[src/rtl/cache_data_mem_fill.sv]
// Cache data array with byte-strobed single-word writes and a critical-word-first
// line refill engine that wraps within the latched line.
module cache_data_mem_fill #(
    parameter int WIDTH      = 32,
    parameter int DEPTH      = 128,
    parameter int LINE_WORDS = 4
) (
    input  logic               clk,
    input  logic               rst_n,
    input  logic [WIDTH-1:0]   address,
    input  logic [WIDTH-1:0]   data_in,
    input  logic [WIDTH/8-1:0] byte_en,
    input  logic               we,
    input  logic               fill_start,
    input  logic               fill_valid,
    input  logic [WIDTH-1:0]   fill_data,
    output logic [WIDTH-1:0]   data_out,
    output logic               rd_valid,
    output logic               busy,
    output logic               fill_done
);

    localparam int IDX_W = $clog2(DEPTH);
    localparam int OFF_W = $clog2(LINE_WORDS);
    localparam int BYTES = WIDTH / 8;
    localparam logic [IDX_W-1:0] OFF_MASK  = IDX_W'(LINE_WORDS - 1);
    localparam logic [OFF_W-1:0] LAST_BEAT = OFF_W'(LINE_WORDS - 1);

    typedef enum logic {
        IDLE,
        FILL
    } state_t;

    state_t            state;
    logic [WIDTH-1:0]  mem [DEPTH];

    logic [IDX_W-1:0]  index;
    logic [IDX_W-1:0]  line_base;
    logic [OFF_W-1:0]  offset;
    logic [IDX_W-1:0]  fill_base;
    logic [OFF_W-1:0]  start_off;
    logic [OFF_W-1:0]  beat;
    logic [OFF_W-1:0]  fill_off;

    logic              wr_en;
    logic [IDX_W-1:0]  wr_idx;
    logic [WIDTH-1:0]  wr_data;
    logic [BYTES-1:0]  wr_mask;

    assign index     = address[IDX_W-1:0];
    assign offset    = index[OFF_W-1:0];
    assign line_base = index & ~OFF_MASK;

    // Offset arithmetic is OFF_W bits wide, so it wraps inside the line for free.
    assign fill_off  = start_off + beat;

    generate
        if (WIDTH > IDX_W) begin : g_addr_hi
            logic unused_addr_hi;
            assign unused_addr_hi = ^address[WIDTH-1:IDX_W];
        end
    endgenerate

    always_comb begin
        wr_en   = 1'b0;
        wr_idx  = index;
        wr_data = data_in;
        wr_mask = byte_en;
        if (state == IDLE) begin
            wr_en = we && !fill_start;
        end else if (fill_valid) begin
            wr_en   = 1'b1;
            wr_idx  = fill_base | IDX_W'(fill_off);
            wr_data = fill_data;
            wr_mask = '1;
        end
    end

    // Storage is deliberately not reset so an aborted refill keeps what it wrote.
    always_ff @(posedge clk) begin
        if (wr_en) begin
            for (int b = 0; b < BYTES; b++) begin
                if (wr_mask[b]) begin
                    mem[wr_idx][b*8 +: 8] <= wr_data[b*8 +: 8];
                end
            end
        end
    end

    always_ff @(posedge clk or negedge rst_n) begin
        if (!rst_n) begin
            state     <= IDLE;
            fill_base <= '0;
            start_off <= '0;
            beat      <= '0;
            fill_done <= 1'b0;
        end else begin
            fill_done <= 1'b0;
            case (state)
                IDLE: begin
                    if (fill_start) begin
                        fill_base <= line_base;
                        start_off <= offset;
                        beat      <= '0;
                        state     <= FILL;
                    end
                end
                FILL: begin
                    if (fill_valid) begin
                        if (beat == LAST_BEAT) begin
                            beat      <= '0;
                            fill_done <= 1'b1;
                            state     <= IDLE;
                        end else begin
                            beat <= beat + OFF_W'(1);
                        end
                    end
                end
                default: state <= IDLE;
            endcase
        end
    end

    assign busy     = (state == FILL);
    assign rd_valid = !busy;
    assign data_out = mem[index];

endmodule

[config.mk]
export PLATFORM = sky130hd
export DESIGN_NAME = cache_data_mem_fill
export DESIGN_NICKNAME = d
export VERILOG_FILES = /design/src/rtl/cache_data_mem_fill.sv
export SDC_FILE = /design/constraint.sdc
export NUM_CORES = 2
export LEC_CHECK = 0
export ABC_AREA = 0
export BUFFER_PORTS_ARGS = -buffer_cell sky130_fd_sc_hd__clkbuf_2
export CAP_MARGIN = 10
export CORE_ASPECT_RATIO = 0.9
export CORE_MARGIN = 3
export CORE_UTILIZATION = 63
export CTS_CLUSTER_SIZE = 25
export DETAILED_ROUTE_END_ITERATION = 12
export HOLD_SLACK_MARGIN = 0.03
export PLACE_DENSITY_LB_ADDON = 0.2
export SYNTH_ARGS = -nofsm -noshare
export SYNTH_HDL_FRONTEND = slang
export SYNTH_SLANG_ARGS = --single-unit
export TNS_END_PERCENT = 100
[constraint.sdc]
create_clock -name clk -period 4.7 [get_ports clk]
set_input_delay 0.47 -clock clk [delete_from_list [all_inputs] [get_ports clk]]
set_output_delay 0.47 -clock clk [all_outputs]
set_load 0.05 [all_outputs]
==> results.md <==
* Status: finished clean
* Mean Syn Cell Area at 24.0 um^2
* Remaining antenna violation count at 0
* Core box area at approximately 250000 um^2
* Most used DFF post-synth: edfxtp_1
* Standard-cell row count at 174
* Drt first pass iters at 5
* Final #Nets at between 7k and 8k
* Largest net degree at the start of global routing at 129
* Cell Area, Synth at 159000 um^2
* Post-synthesis mux area share at slightly below 20%
* Crit path DAT at around 3.9 ns
* CTS H-tree lvls at 5
* Chip height at 482 um
* Warnings from Yosys at 0
* WP data required at 4.23 ns
* Layout area overhead at 14.2%
* Post-CTS Setup Bufs at 0
* Initial antenna violation count at 15
* EDFF count, synth at ~4.1k
* Critical Path Sink Type: output port
* Synth Instances at approximately 6.6k
* Wirelength per Cell at about 34 um
* Max-cap viol count at 0
* Sequential cell area fraction in the yosys report at 77.8%
* Post-CTS Resized at 0
* Initial core utilization at 63.4%
* DP HPWL at 223000 um
* Layout cells sized above 1 at 35.8%
* Fmax at 0.229 GHz
* PD cells at 460 nW/um^2
* Final Max Slew Viols at 0
* Final setup violation count at 0
* Die Width at ~530 um
* Routed vias/inst at 6.83
* GRT Resource Usage Total at between 20% and 30%
* Die Footprint at 258000 um^2
* Post-synthesis register bit count at 4107
* TritonCTS buffer count at 389
* Synthesized net count at 6711
* Least-Margin Pin Slew at 1.17 ns
* Ys async rst share at 0.268%
* 1st-iter DRT viols at 10.6k
* RSZ-0062 raised after global routing: false
* Overall power at about 83 mW
* Routed vias at 75.7k
* Post-Synth Adder-Cell Area at less than 1%
* DRC at 0
* Rel. slew slack at 21.9%
* Largest family of logic cells by synthesized area: multiplexers
* Worst-Skew Late Latency at 0.91 ns
* Clock Skew at between 0.06 and 0.07 ns
* Largest buffer count on any clock path at 4
* Final min period at between 4 and 5 ns
* Post-Synth Simple-Gate Area at about 1.8%
* First-pass GRT wire length at 552000 um
* Final WL at roughly 380000 um
* Final Hold Viols at 0
* Setup WS pre-CTS at 0.350 ns
* Crit start category: primary input
* Post-Synth XOR/XNOR Area at 0.0205%
* Clock Sinks at 4107
* Final worst-path cycle share at 92.9%
* GP Congestion at 0.822
* Reg clk slew, reported paths at 0.06 ns
* Setup WS post-layout at 0.334 ns
* Hold Crit Class: in2reg
* Crit path max fanout at 48
* Worst vdd ir at 0.613 mV
* Ports at 140
* Fillers at 13.4k
* Worst setup path class: in2out
* Setup_tns at 0 ns
* Vias in the first global route at 77.0k
* Complex-gate fraction of the synthesized area at 0.0860%
* Root Driver: clkbuf_16
* Leakage at ~57 nW
* CTS tree: done
* IO buf count at between 100 and 150
* Netlist cell types at 28
* GR Overflow Total at 0
-- cell families after synthesis --
| kind of cell | Yosys count |
|---|---|
| adders and majority gates | 2 |
| muxes | 1386 |
| buffers and inverters | 379 |
| xor gates and xnor gates | 2 |
| DFF | 4107 |
| and+or+nand+nor | 707 |
| AOI/OAI and AO/OA | 21 |
-- final timing paths --
path / start / endpoint / slack (ns) / depth (start not counted)
max: address[0] / data_out[27] / 0.33 / 7
min: fill_valid / beat[1] / 0.25 / 3
max reg2reg: busy / mem[69][20] / 1.04 / 5
min reg2reg: start_off[0] / start_off[0] / 0.52 / 1
max in group asynchronous: rst_n / start_off[0] / 3.44 / 3
min in group asynchronous: rst_n / start_off[1] / 0.79 / 3
-- flip-flops by register name, summed over array words and instances, names as in the netlist --
name / flops
start_off: 2
mem: 4096
busy: 1
fill_done: 1
fill_base: 5
beat: 2
-- cell usage after synthesis, drive strengths merged, types with 6 or more instances --
master,number,share of area [%]
nand4b,6,0.033
dfrtp,11,0.17
mux2,40,0.28
nor2,514,1.2
o21ai,9,0.028
nand3,64,0.20
buf,122,0.37
nand2b,6,0.024
clkbuf,256,0.61
nand2,111,0.26
mux4,1344,19
edfxtp,4096,78
-- repair_timing --
item	CTS	global route
hold endpoints to repair	14	0
endpoints found under the setup margin	0	0
hold buffers	3	0
-- worst max-delay path, stage by stage --
cell	delay [ns]
buf_12	0.46
buf_12	0.41
mux4_2	0.62
mux4_2	0.55
mux4_2	0.56
mux2_2	0.39
clkbuf_2	0.27
-- layout make-up --
| cell class | instances | area, um^2 | share of cell area, % |
|---|---|---|---|
| antenna | 5 | 12.5 | 0.00691 |
| clock buffer | 477 | 10200 | 5.65 |
| clock inverter | 220 | 2070 | 1.14 |
| inverter | 1 | 3.75 | 0.00207 |
| multi-input combinational | 2118 | 34100 | 18.8 |
| sequential | 4107 | 123000 | 68.1 |
| tap | 3344 | 4180 | 2.31 |
| timing repair buffer | 813 | 7250 | 4.00 |
-- layer usage --
layer / GRT usage [%] / up-vias / share of wire (%)
met5: 0.110 / - / 0.032
met1: 43.6 / 40200 / 37
li1: - / 30000 / -
met3: 5.61 / 751 / 10
met2: 46.9 / 4691 / 49
met4: 10.6 / 20 / 4.1
-- power breakdown --
part	leakage [nW]	switching, mW	internal [mW]	total (mW)
logic	14.4	7.22	2.53	9.74
registers	37.1	0.163	42.9	43.0
clock network	6.00	13.1	17.5	30.6
total	57.4	20.5	62.9	83.4
-- per-stage QoR --
stage	area, um^2	hold slack (ns)	util, %	std cells
final	181000	0.253	72.4	11100
after global placement	169000	0.390	67.5	10400
after CTS	181000	0.180	72.4	11100
after floorplan	159000	0.174	-	6604
after detailed placement	169000	0.392	67.5	10400
after global routing	181000	0.237	72.4	11100
-- placed cells by master (no fill, tap or decap), types with 40 or more instances in the layout --
cell type,count
edfxtp_1,4096
mux4_2,1344
buf_4,597
nor2_1,514
clkbuf_16,397
buf_12,109
clkbuf_2,100
clkinv_1,87
clkbuf_1,80
nand2_1,71
clkinv_2,66
nand3_1,64
mux2_2,40
nand2_4,40
(Power assumes the default switching activity.)
